<file path="config.mk">
export PLATFORM = sky130hd
export DESIGN_NAME = spi_shift_engine
export DESIGN_NICKNAME = d
export VERILOG_FILES = /design/src/rtl/spi_pkg.sv /design/src/rtl/spi_sck_gen.sv /design/src/rtl/spi_shift_engine.sv
export SDC_FILE = /design/constraint.sdc
export NUM_CORES = 1
export LEC_CHECK = 0
export ABC_AREA = 1
export BUFFER_PORTS_ARGS = -buffer_cell sky130_fd_sc_hd__buf_2
export CELL_PAD_IN_SITES_DETAIL_PLACEMENT = 1
export CELL_PAD_IN_SITES_GLOBAL_PLACEMENT = 2
export CORE_MARGIN = 3
export CORE_UTILIZATION = 36
export DETAILED_ROUTE_END_ITERATION = 8
export HOLD_SLACK_MARGIN = 0.08
export PLACE_DENSITY = 0.95
export RECOVER_POWER = 100
export SLEW_MARGIN = 20
export SYNTH_ARGS = -nofsm -noshare
export SYNTH_HDL_FRONTEND = slang
export SYNTH_SLANG_ARGS = --single-unit
</file>
<file path="constraint.sdc">
create_clock -name clk -period 9.74 [get_ports clk]
set_input_delay 0 -clock clk [delete_from_list [all_inputs] [get_ports clk]]
set_output_delay 0 -clock clk [all_outputs]
set_load 0.1 [all_outputs]
</file>
<file path="src/rtl/spi_pkg.sv">
// rtl/spi_pkg.sv - Shared state encoding and SPI mode constants for the SPI shift engine.
package spi_pkg;

  typedef enum logic [2:0] {
    ST_IDLE,
    ST_SETUP,
    ST_SHIFT,
    ST_HOLD,
    ST_DONE
  } spi_state_e;

  // Modes are packed as {cpol, cpha}.
  localparam logic [1:0] MODE0 = 2'b00;
  localparam logic [1:0] MODE1 = 2'b01;
  localparam logic [1:0] MODE2 = 2'b10;
  localparam logic [1:0] MODE3 = 2'b11;

endpackage

</file>
<file path="src/rtl/spi_sck_gen.sv">
// rtl/spi_sck_gen.sv - SCK generator: half-period divider, edge strobes and edge counter.
module spi_sck_gen #(
  parameter int DATA_W   = 32,
  parameter int HALF_DIV = 2,
  parameter int LEN_W    = $clog2(DATA_W) + 1,
  parameter int CNT_W    = LEN_W + 1
) (
  input  logic             clk,
  input  logic             reset,
  input  logic             load,
  input  logic             cpol_in,
  input  logic             active,
  input  logic             shifting,
  input  logic [CNT_W-1:0] edge_limit,
  output logic             sck,
  output logic             tick,
  output logic             lead,
  output logic             trail,
  output logic             last_edge,
  output logic             edges_done
);

  localparam int DIV_W = (HALF_DIV > 1) ? $clog2(HALF_DIV) : 1;

  logic [DIV_W-1:0] div_q, div_d;
  logic [CNT_W-1:0] edge_cnt_q, edge_cnt_d;
  logic             sck_q, sck_d;
  logic             cpol_q, cpol_d;
  logic             edge_en;

  assign tick       = (div_q == DIV_W'(HALF_DIV - 1));
  assign edge_en    = shifting && tick && (edge_cnt_q != edge_limit);
  // Odd-numbered edges (count still even) leave the idle level.
  assign lead       = edge_en && !edge_cnt_q[0];
  assign trail      = edge_en && edge_cnt_q[0];
  assign last_edge  = (edge_cnt_q == edge_limit - CNT_W'(1));
  assign edges_done = (edge_cnt_q == edge_limit);
  assign sck        = sck_q;

  always_comb begin
    div_d      = div_q;
    edge_cnt_d = edge_cnt_q;
    sck_d      = sck_q;
    cpol_d     = cpol_q;
    if (load) begin
      cpol_d     = cpol_in;
      sck_d      = cpol_in;
      div_d      = '0;
      edge_cnt_d = '0;
    end else if (!active) begin
      sck_d      = cpol_q;
      div_d      = '0;
      edge_cnt_d = '0;
    end else begin
      div_d = tick ? '0 : div_q + DIV_W'(1);
      if (edge_en) begin
        sck_d      = !sck_q;
        edge_cnt_d = edge_cnt_q + CNT_W'(1);
      end
    end
  end

  always_ff @(posedge clk or posedge reset) begin
    if (reset) begin
      div_q      <= '0;
      edge_cnt_q <= '0;
      sck_q      <= 1'b0;
      cpol_q     <= 1'b0;
    end else begin
      div_q      <= div_d;
      edge_cnt_q <= edge_cnt_d;
      sck_q      <= sck_d;
      cpol_q     <= cpol_d;
    end
  end

endmodule

</file>
<file path="src/rtl/spi_shift_engine.sv">
// rtl/spi_shift_engine.sv - SPI master shift engine: FSM, shift registers and length clamp.
// Define SPI_SHIFT_ENGINE_LSB_EN to add the lsb_first input.
module spi_shift_engine
  import spi_pkg::*;
#(
  parameter int DATA_W   = 32,
  parameter int HALF_DIV = 2,
  parameter int LEN_W    = $clog2(DATA_W) + 1
) (
  input  logic              clk,
  input  logic              reset,
  input  logic              start,
  input  logic              abort,
  input  logic [LEN_W-1:0]  len,
  input  logic              cpol,
  input  logic              cpha,
`ifdef SPI_SHIFT_ENGINE_LSB_EN
  input  logic              lsb_first,
`endif
  input  logic [DATA_W-1:0] tx_data,
  output logic [DATA_W-1:0] rx_data,
  output logic              busy,
  output logic              done,
  output logic              sck,
  output logic              cs_n,
  output logic              mosi,
  input  logic              miso
);

  localparam int               CNT_W    = LEN_W + 1;
  localparam logic [LEN_W-1:0] FULL_LEN = LEN_W'(DATA_W);

  spi_state_e        state_q, state_d;
  logic [LEN_W-1:0]  len_q, len_d, len_eff;
  logic              cpha_q, cpha_d;
  logic              mosi_q, mosi_d;
  logic              cs_n_q, cs_n_d;
  logic [DATA_W-1:0] tx_sr_q, tx_sr_d, rx_sr_q, rx_sr_d, rx_data_q, rx_data_d, tx_align;
  logic              lsb_in, lsb_sel, accept, busy_next, tx_out;
  logic              tick, lead, trail, last_edge, edges_done;

`ifdef SPI_SHIFT_ENGINE_LSB_EN
  logic lsb_q, lsb_d;
  assign lsb_in  = lsb_first;
  assign lsb_sel = lsb_q;
  always_comb begin
    lsb_d = lsb_q;
    if (accept) lsb_d = lsb_first;
  end
  always_ff @(posedge clk or posedge reset) begin
    if (reset) lsb_q <= 1'b0;
    else       lsb_q <= lsb_d;
  end
`else
  assign lsb_in  = 1'b0;
  assign lsb_sel = 1'b0;
`endif

  assign accept    = (state_q == ST_IDLE) && start;
  assign len_eff   = (len == '0 || len > FULL_LEN) ? FULL_LEN : len;
  // MSB-first words are pre-aligned so the first bit always leaves from the top.
  assign tx_align  = lsb_in ? tx_data : (tx_data << (FULL_LEN - len_eff));
  assign tx_out    = lsb_sel ? tx_sr_q[0] : tx_sr_q[DATA_W-1];
  assign busy_next = state_d inside {ST_SETUP, ST_SHIFT, ST_HOLD};

  spi_sck_gen #(
    .DATA_W  (DATA_W),
    .HALF_DIV(HALF_DIV),
    .LEN_W   (LEN_W),
    .CNT_W   (CNT_W)
  ) u_sck_gen (
    .clk       (clk),
    .reset     (reset),
    .load      (accept),
    .cpol_in   (cpol),
    .active    (busy_next),
    .shifting  (state_q == ST_SETUP || state_q == ST_SHIFT),
    .edge_limit({len_q, 1'b0}),
    .sck       (sck),
    .tick      (tick),
    .lead      (lead),
    .trail     (trail),
    .last_edge (last_edge),
    .edges_done(edges_done)
  );

  always_comb begin
    state_d = state_q;
    case (state_q)
      ST_IDLE:  if (start) state_d = ST_SETUP;
      ST_SETUP: if (abort) state_d = ST_IDLE; else if (tick) state_d = ST_SHIFT;
      ST_SHIFT: if (abort) state_d = ST_IDLE; else if (tick && edges_done) state_d = ST_HOLD;
      ST_HOLD:  if (abort) state_d = ST_IDLE; else if (tick) state_d = ST_DONE;
      ST_DONE:  state_d = ST_IDLE;
      default:  state_d = ST_IDLE;
    endcase
  end

  always_comb begin
    len_d     = len_q;
    cpha_d    = cpha_q;
    tx_sr_d   = tx_sr_q;
    rx_sr_d   = rx_sr_q;
    rx_data_d = rx_data_q;
    mosi_d    = mosi_q;
    cs_n_d    = !busy_next;
    if (accept) begin
      len_d   = len_eff;
      cpha_d  = cpha;
      rx_sr_d = '0;
      if (cpha) begin
        tx_sr_d = tx_align;
        mosi_d  = 1'b0;
      end else begin
        mosi_d  = lsb_in ? tx_align[0] : tx_align[DATA_W-1];
        tx_sr_d = lsb_in ? (tx_align >> 1) : (tx_align << 1);
      end
    end else begin
      if ((cpha_q && lead) || (!cpha_q && trail && !last_edge)) begin
        mosi_d  = tx_out;
        tx_sr_d = lsb_sel ? (tx_sr_q >> 1) : (tx_sr_q << 1);
      end
      if (cpha_q ? trail : lead) begin
        rx_sr_d = lsb_sel ? {miso, rx_sr_q[DATA_W-1:1]} : {rx_sr_q[DATA_W-2:0], miso};
      end
      if (state_q == ST_HOLD && state_d == ST_DONE) begin
        rx_data_d = lsb_sel ? (rx_sr_q >> (FULL_LEN - len_q)) : rx_sr_q;
      end
    end
  end

  always_ff @(posedge clk or posedge reset) begin
    if (reset) begin
      state_q   <= ST_IDLE;
      len_q     <= '0;
      cpha_q    <= 1'b0;
      tx_sr_q   <= '0;
      rx_sr_q   <= '0;
      rx_data_q <= '0;
      mosi_q    <= 1'b0;
      cs_n_q    <= 1'b1;
    end else begin
      state_q   <= state_d;
      len_q     <= len_d;
      cpha_q    <= cpha_d;
      tx_sr_q   <= tx_sr_d;
      rx_sr_q   <= rx_sr_d;
      rx_data_q <= rx_data_d;
      mosi_q    <= mosi_d;
      cs_n_q    <= cs_n_d;
    end
  end

  assign rx_data = rx_data_q;
  assign busy    = state_q inside {ST_SETUP, ST_SHIFT, ST_HOLD};
  assign done    = (state_q == ST_DONE);
  assign mosi    = mosi_q;
  assign cs_n    = cs_n_q;

endmodule
</file>
==> impl_metrics.ini, run 1 <==
[synthesis]
yosysSeqAreaShare_pct = 38.6
synth_most_common_cell = nand3_1
synth_edf_count = 0
synth_commonest_cells = nand3_1, nand2_1, inv_1
syn_nets = 1157
yosys.cell_types.count = 39
yosys.area.top_type = dfrtp_1
ys_warn_count = 0
netlist_top_cells_area = dfrtp_1, nand3_1, nand2_1
synthCells = 1109
synth_top_cell_area_share_pct = 38.3
ys_seq_elements = 118
synth-main-ff-cell = dfrtp_1
async_flop_share_pct = 100
syn_avg_cell_area_um2 = 6.90
synth_area_mm2 = 0.00765

[power_and_ir_drop]
ir_drop_v = 0.000150
p_leak_nw = 4.17
power_density_mw_per_mm2 = 279

[sta]
slew_headroom_pct = -130
final_max_slew_viol_count = 369
holdWs_ps = 208
skew_ps = 13.7
tns_ps = 0
finalHoldViolCount = 0
period_minus_slack_ps = 6800
rsz0062_at_grt = no
tightest_slew_ps = 3450
period_share_pct = 69.8
setup_viol = 0
max_freq_ghz = 0.147

[layout]
syn_to_final_growth_pct = 14.1
nets = 1203
drive_gt1_share_pct = 9.33
antennaDiodeCount = 0
final_area_mm2 = 0.00873

[setup_path]
max_stage_delay_ps = 1520
crit_fanout = 42
r2r_cells = 7
r2r_start = state_q[0]
critPathLaunch = len[2]
start_kind = input pin
crit_end = tx_sr_q[10]
crit_chain = dlygate4sd3_1 -> clkbuf_1 -> nor2_1 -> nand3_2 -> nand2_1 -> nand3_1 -> ha_1 -> inv_1 -> nand3_1 -> nand3_1 -> nand2_1 -> nand2_1 -> nand4_1 -> o21ai_0 -> o21bai_1 -> inv_1
critPathBufInv = 4
r2r_end = rx_sr_q[28]
crit_path_top_delay_cell = nand3_1
crit_required_ps = 10050
rrSetupSlack_ps = 4850
cp-end-kind = register
crit_cells = 16
critical_path_class = input pin to register
critical-path-top-delay-family = simple AND/OR/NAND/NOR gates
cp.arrival_ps = 7110

[drt]
vias_per_cell = 5.38
drt_iter0_markers = 426
wl_um = 23800
wl_per_cell_um = 16.5
num_vias = 7734
ant_nets = 0
first_pass_iters = 5
drc_errors = 0

[floorplanning]
rows = 52
die_width_um = 152
die_h_um = 152
core_mm2 = 0.0206
die_area_mm2 = 0.0230
start_util_pct = 37.2
ios = 82

[clock_tree]
cts_buffers = 17
clockBufferDepth = 2
clock_sinks = 118
cts_resized = 0
cts_tree = yes
clkTransAtPathRegs_ps = 70
clock-root-buffer = clkbuf_16
htreeDepth = 4
clk_latency_ps = 420

[placement]
globalplace.congestion = 0.853
place_area_mm2 = 0.00814
place_hpwl_um = 15900
port_buffers = 81

[hold_path]
hold_class = input pin to register
hold_start = cpha

[status]
outcome = finished with violations
violations = max-capacitance violations, max-slew violations

[grt]
antenna_found_initial = 0
grt_pass1_wl_um = 39300
grt_max_degree = 80
grt-ovfl-total = 0
grt_pass1_vias = 7814
track_usage_pct = 21.2

[job]
maxCapViolCount = 7
## metrics by stage
step | power [mW] | util [%] | instances | setup WS (ps)
floorplan | 1.60 | - | 1109 | 6610
global placement | 1.80 | 39.6 | 1395 | 4770
detailed placement | 1.84 | 39.6 | 1395 | 4530
CTS | 2.47 | 42.9 | 1437 | 4650
global route | 2.61 | 42.5 | 1438 | 2220
finish | 2.44 | 42.5 | 1438 | 2940
## tightest hold or removal path, stage by stage
cell and delay [ps]:
buf_2 90, nor2_2 40, buf_4 240, nand3_1 150, a21oi_1 60
## worst min-delay path by stage
stage          slack, ps  cells after the start     endpoint
6_report             210                      5         mosi
5_1_grt              220                      5   tx_sr_q[8]
4_1_cts              170                      3  rx_data[20]
3_5_place_dp          80                      2  rx_data[20]
3_3_place_gp          70                      2  rx_data[22]
2_1_floorplan         90                      1   state_q[2]
## registers in the layout (all words and copies together), names as in the netlist
signal	flops
cpha_q	1
cs_n	1
len_q	6
mosi	1
rx_data	32
rx_sr_q	32
state_q	3
tx_sr_q	32
u_sck_gen.cpol_q	1
u_sck_gen.edge_cnt_q	7
u_sck_gen.sck	1
u_sck_gen.tick	1
## kinds of logic (layout without fill, tap and decap cells)
| group | after synthesis | in the layout | synth area share, % |
|---|---|---|---|
| AND/OR/NAND/NOR | 646 | 646 | 39.5 |
| AO/OA/AOI/OAI | 124 | 124 | 8.70 |
| flip-flops | 118 | 118 | 38.6 |
| adder cells (fa/ha/maj) | 3 | 3 | 0.491 |
| buffers and inverters | 203 | 262 | 11.0 |
| XOR/XNOR | 15 | 15 | 1.72 |
## repair_timing
action | in CTS | in global routing
endpoints found under the setup margin | 0 | 0
endpoints found under the hold margin | 51 | 0
hold buffers | 10 | 0
setup buffers | 0 | 0
## placed cells by master (no fill, tap or decap), drive strengths merged, types with 2 or more instances in the layout
master,synthesis,routed
dlygate4sd3,0,10
dfrtp,117,117
clkinv,1,4
a31oi,2,2
xor2,10,10
nand3,268,268
or2,12,12
nor3,8,8
ha,3,3
a21boi,2,2
nor2,46,46
nand4,59,59
o211ai,3,3
o2111ai,3,3
a21oi,30,30
clkinvlp,0,3
clkbuf,34,61
o21bai,2,2
buf,40,47
inv,128,137
nand2,251,251
o21ai,79,79
xnor2,5,5
## layout make-up
class,instances,area (µm²)
fillers,2729,11800
multi-input cells,788,3860
flip-flops and latches,118,2950
repair buffers,101,513
inverters,129,485
clock buffers,17,425
well taps,270,338
clock inverters,15,151
## metal layers
metal | track usage, % | part of all wire [%]
met5 | 0 | 0
met1 | 28.3 | 47
met4 | 5.08 | 1.2
met2 | 36.0 | 48
met3 | 3.30 | 2.9
## power breakdown
group	total [mW]	internal (mW)	switching (mW)
clock	0.616	0.340	0.276
combinational	1.10	0.254	0.847
sequential	0.723	0.637	0.0864
total	2.44	1.23	1.21
Note: power is estimated with default switching activity, not from simulation.
==> inputs of run 2 (changes only) <==
--- a/config.mk
+++ b/config.mk
@@ -10,10 +10,10 @@
 export CELL_PAD_IN_SITES_DETAIL_PLACEMENT = 1
 export CELL_PAD_IN_SITES_GLOBAL_PLACEMENT = 2
 export CORE_MARGIN = 3
-export CORE_UTILIZATION = 36
+export CORE_UTILIZATION = 33
 export DETAILED_ROUTE_END_ITERATION = 8
 export HOLD_SLACK_MARGIN = 0.08
-export PLACE_DENSITY = 0.95
+export PLACE_DENSITY = 0.89
 export RECOVER_POWER = 100
 export SLEW_MARGIN = 20
 export SYNTH_ARGS = -nofsm -noshare
==> constraint.sdc (replaced) <==
create_clock -name clk -period 6.4 [get_ports clk]
set_input_delay 0 -clock clk [delete_from_list [all_inputs] [get_ports clk]]
set_output_delay 0 -clock clk [all_outputs]
set_load 0.1 [all_outputs]
==> run 2 against run 1 <==
Against the previous run:
- the run still ends with max-capacitance violations, max-slew violations left
- final cell count up 1.2%
- non-clock buffer count is 2 higher
- clock skew fell by 2.3 ps
- via count rose by 0.80%
- routed wire length is 2.5% higher
- clock power grew 60%
- global-route usage is 1.3 points lower
- setup slack got worse by 1500 ps
- sequential power grew 52%
- first-iteration DRC count grew 23%
- sequential cell count is the same
- critical path depth is 9 lower
- critical endpoint is now rx_sr_q[25]
==> impl_metrics.ini, run 2 (synthesis gave the netlist of run 1 again) <==
[status]
outcome = finished with violations
violations = max-capacitance violations, max-slew violations

[sta]
setup_viol = 0
final_max_slew_viol_count = 244
period_minus_slack_ps = 4980
slew_headroom_pct = -133
period_share_pct = 77.7
max_freq_ghz = 0.201
finalHoldViolCount = 0
skew_ps = 11.4
rsz0062_at_grt = no
tightest_slew_ps = 3500
tns_ps = 0

[setup_path]
critical_path_class = register to register
cp.arrival_ps = 5170
worst_path_most_repeated_cell = clkbuf_1
crit_chain = inv_1 -> nand3_2 -> clkbuf_1 -> o211ai_4 -> clkbuf_1 -> nand3_1 -> o21ai_0
cp-end-kind = register
max_stage_delay_ps = 2430
crit_required_ps = 6600
crit_fanout = 72
crit_path_top_delay_cell = clkbuf_1
r2r_start = state_q[2]
rrSetupSlack_ps = 1420
start_kind = register
r2r_end = rx_sr_q[25]
r2r_cells = 7

[floorplanning]
ios = 82
rows = 55
die_area_mm2 = 0.0251
die_h_um = 158
die_width_um = 158
start_util_pct = 33.7
core_mm2 = 0.0227

[drt]
drt_iter0_markers = 526
highest-signal-layer = met4
vias_per_cell = 5.36
wl_met2_um = 11700
ant_nets = 0
wl_met3_um = 793
num_vias = 7796
wl_um = 24400
wl_met1_um = 11500
wl_per_cell_um = 16.8
drc_errors = 0
first_pass_iters = 5

[clock_tree]
cts_setup_buffers = 0
cts_tree = yes
clk_latency_ps = 420
clock-root-buffer = clkbuf_16
htreeDepth = 4
clock_sinks = 118
clkTransAtPathRegs_ps = 60
clockBufferDepth = 2
cts_buffers = 17

[grt]
grt_pass1_wl_um = 40600
grt_pass1_vias = 7943
grt_max_degree = 80
track_usage_pct = 19.9
antenna_found_initial = 0
grt-ovfl-total = 0

[layout]
nets = 1205
drive_gt1_share_pct = 9.91
syn_to_final_growth_pct = 15.2
final_cells = 1455
final_common_cell = nand3_1
layout_common_cells = nand3_1, nand2_1, inv_1
antennaDiodeCount = 0

[placement]
dp_cells = 1413
place_hpwl_um = 16200
port_buffers = 81
globalplace.congestion = 0.842

[power_and_ir_drop]
p_sw_mw = 1.83
p_leak_nw = 4.21
power_density_mw_per_mm2 = 428
swShare_pct = 48.5
internal-power_mw = 1.94
ir_drop_v = 0.000183
p_comb_share_pct = 44.7
p_seq_share_pct = 29.2
pwr-share-clk_pct = 26.1

[hold_path]
hold_end = mosi
hold_start = cpha
whs_path_depth = 5
hold_class = input pin to register

[job]
maxCapViolCount = 4
[run 2: changes by cell type in the layout (fill, tap and decap cells not counted), sizes merged]
cell / delta
clkinvlp: -2
inv: -5
bufinv: +2
clkinv: +4
clkbuf: -2
buf: +5
[run 2: per-stage QoR]
step / hold WS, ps / util (%) / instance area (µm²) / setup WS [ps] / total power, mW
3_5_place_dp: 76.5 / 36.0 / 8180 / 2130 / 2.80
2_1_floorplan: 94.4 / - / 7650 / 3270 / 2.43
6_report: 214 / 38.8 / 8810 / 1420 / 3.77
4_1_cts: 173 / 39.1 / 8870 / 2180 / 3.83
5_1_grt: 271 / 38.8 / 8810 / 844 / 4.04
3_3_place_gp: 74.8 / 36.0 / 8180 / 2250 / 2.75
[run 2: repair_timing]
item / in CTS / in global routing
hold buffers: 10 / 0
resized for setup: 0 / 0
setup endpoints to repair: 0 / 0
endpoints found under the hold margin: 51 / 0
[run 2: layer usage]
layer	GRT usage (%)	up-vias
li1	-	3785
met1	27.0	3818
met3	2.53	31
met2	33.3	162
met4	5.74	0
met5	0	-
[run 2: worst max-delay path, delay by kind of cell, from the launching register on]
family | cells | cell delay [ps]
flops | 1 | 370
buf+inv | 3 | 3510
simple gates | 2 | 470
compound gates | 2 | 310
[run 2: layout make-up]
| cell class | count | area [µm²] |
|---|---|---|
| clock buffer | 18 | 429 |
| clock inverter | 14 | 166 |
| fill | 2950 | 13900 |
| inverter | 129 | 485 |
| multi-input combinational | 788 | 3880 |
| sequential | 118 | 2950 |
| tap | 285 | 357 |
| timing repair buffer | 103 | 541 |
[run 2: power by group through the flow]
stage | registers, mW | clock network (mW) | logic, mW
final | 1.10 | 0.984 | 1.69
after global routing | 1.13 | 1.04 | 1.87
after CTS | 1.10 | 1.01 | 1.72
after detailed placement | 1.11 | 0 | 1.69
after global placement | 1.09 | 0 | 1.66
after floorplan | 1.54 | 0 | 0.889
[run 2: worst max-delay path by stage]
| stage | from | to | slack [ps] | depth (start not counted) |
|---|---|---|---|---|
| after floorplan | reset | cpha_q | 3270 | 1 |
| after global placement | len[0] | tx_sr_q[23] | 2250 | 19 |
| after detailed placement | len[0] | tx_sr_q[21] | 2130 | 19 |
| after CTS | len[2] | tx_sr_q[29] | 2180 | 18 |
| after global routing | state_q[0] | rx_sr_q[13] | 840 | 7 |
| final | state_q[2] | rx_sr_q[25] | 1420 | 7 |
==> inputs of run 3 (changes only) <==
==> constraint.sdc (replaced) <==
create_clock -name clk -period 4.9 [get_ports clk]
set_input_delay 0 -clock clk [delete_from_list [all_inputs] [get_ports clk]]
set_output_delay 0 -clock clk [all_outputs]
set_load 0.1 [all_outputs]
==> run 3 against run 2 <==
Against the previous run:
- the run still ends with max-capacitance violations, max-slew violations left
- setup slack got worse by 370 ps
- final cell count did not move
- sequential cell count did not move
- clock-buffer cell count fell by 1
- combinational power rose by 29%
- critical path type is now input pin to register
==> impl_metrics.ini, run 3 (synthesis gave the netlist of run 1 again) <==
[layout]
nets = 1205
drive_gt1_share_pct = 9.74
antennaDiodeCount = 0
final_common_cell = nand3_1
final_cells = 1455
nFillCells = 2925
multi_input_area_mm2 = 0.00386
layout_common_cells = nand3_1, nand2_1, inv_1
seq_area_mm2 = 0.00295
syn_to_final_growth_pct = 14.8

[clock_tree]
cts_resized = 0
cts_buffers = 17
clkTransAtPathRegs_ps = 70
clock-root-buffer = clkbuf_16
clock_sinks = 118
clk_latency_ps = 420
htreeDepth = 4
cts_tree = yes
clockBufferDepth = 2

[floorplanning]
die_area_mm2 = 0.0251
start_util_pct = 33.7
core_mm2 = 0.0227
die_width_um = 158
rows = 55
ios = 82
die_h_um = 158

[setup_path]
worst_path_most_repeated_cell = nand2_1
crit_chain = dlygate4sd3_1 -> clkbuf_1 -> nor2_1 -> nand3_2 -> nand2_1 -> nand3_1 -> ha_1 -> nand4_1 -> nand2_2 -> inv_2 -> nand3_1 -> nand2_1 -> nand2_1 -> nand2_1 -> nand3_1 -> nand3_1 -> nand2_1 -> inv_1
critical_path_class = input pin to register
cp.arrival_ps = 4210
cp-end-kind = register
crit_fanout = 39
start_kind = input pin
max_stage_delay_ps = 710
crit_required_ps = 5270
crit_path_top_delay_cell = inv_2

[status]
outcome = finished with violations
violations = max-capacitance violations, max-slew violations

[sta]
tns_ps = 0
setup_ws_ps = 1060
rsz0062_at_grt = no
slew_headroom_pct = -134
period_minus_slack_ps = 3840
max_freq_ghz = 0.260
tightest_slew_ps = 3490
period_share_pct = 78.5
finalHoldViolCount = 0
holdWs_ps = 226
skew_ps = 15.0
setup_viol = 0
final_max_slew_viol_count = 208

[hold_path]
hold_class = input pin to register

[drt]
drc_errors = 0
drt_iter0_markers = 384
wl_um = 23800
ant_nets = 0
first_pass_iters = 5
num_vias = 7643
wl_per_cell_um = 16.4
vias_per_cell = 5.25

[power_and_ir_drop]
p_leak_nw = 4.19
total_power_mw = 4.87
power_density_mw_per_mm2 = 554
ir_drop_v = 0.000245

[placement]
port_buffers = 81
globalplace.congestion = 0.893
dp_cells = 1413
pre_cts_ws_ps = 1290
place_hpwl_um = 16200

[grt]
grt_pass1_vias = 7748
track_usage_pct = 19.5
antenna_found_initial = 0
grt-ovfl-total = 0
grt_pass1_wl_um = 39700
grt_max_degree = 78

[job]
maxCapViolCount = 3
[run 3: final timing paths]
check	startpoint	to	slack [ps]	depth (start not counted)
max reg2reg	u_sck_gen.edge_cnt_q[5]	rx_sr_q[8]	1110	9
max	len[2]	tx_sr_q[21]	1060	18
min	cpha	mosi	230	5
min reg2reg	u_sck_gen.tick	u_sck_gen.tick	450	1
max in group asynchronous	reset	len_q[5]	1560	4
min in group asynchronous	reset	rx_sr_q[20]	1150	3
[run 3: layout make-up]
| type | count | share of cell area, % |
|---|---|---|
| repair buffers | 103 | 6.13 |
| well taps | 285 | 4.06 |
| clock buffers | 17 | 4.84 |
| inverters | 129 | 5.53 |
| flip-flops and latches | 118 | 33.6 |
| clock inverters | 15 | 1.80 |
| multi-input cells | 788 | 44.0 |
[run 3: report_power, final]
part           internal (mW)  total (mW)  switching (mW)  leakage [nW]
Clock                  0.721        1.25           0.534         0.287
Combinational          0.502        2.18            1.67          2.44
Sequential              1.27        1.44           0.170          1.46
[run 3: layer usage]
metal | track usage [%] | wire length, µm
met1 | 26.8 | 11500
met3 | 3.29 | 706
met4 | 4.83 | 430
met5 | 0 | 0
met2 | 32.2 | 11100
[run 3: stage by stage]
stage / area [µm²] / utilization (%)
floorplan: 7650 / -
global placement: 8180 / 36.0
detailed placement: 8180 / 36.0
CTS: 8860 / 39.0
global route: 8780 / 38.7
finish: 8780 / 38.7
[run 3: worst max-delay path, delay by kind of cell]
kind | cells | cell delay, ps
buf+inv | 4 | 1460
fa+ha+maj | 1 | 300
simple gates | 13 | 2430
[run 3: timing repair]
item / in CTS / in global routing
hold buffers: 10 / 0
buffers inserted: 0 / 0
endpoints found under the hold margin: 88 / 0
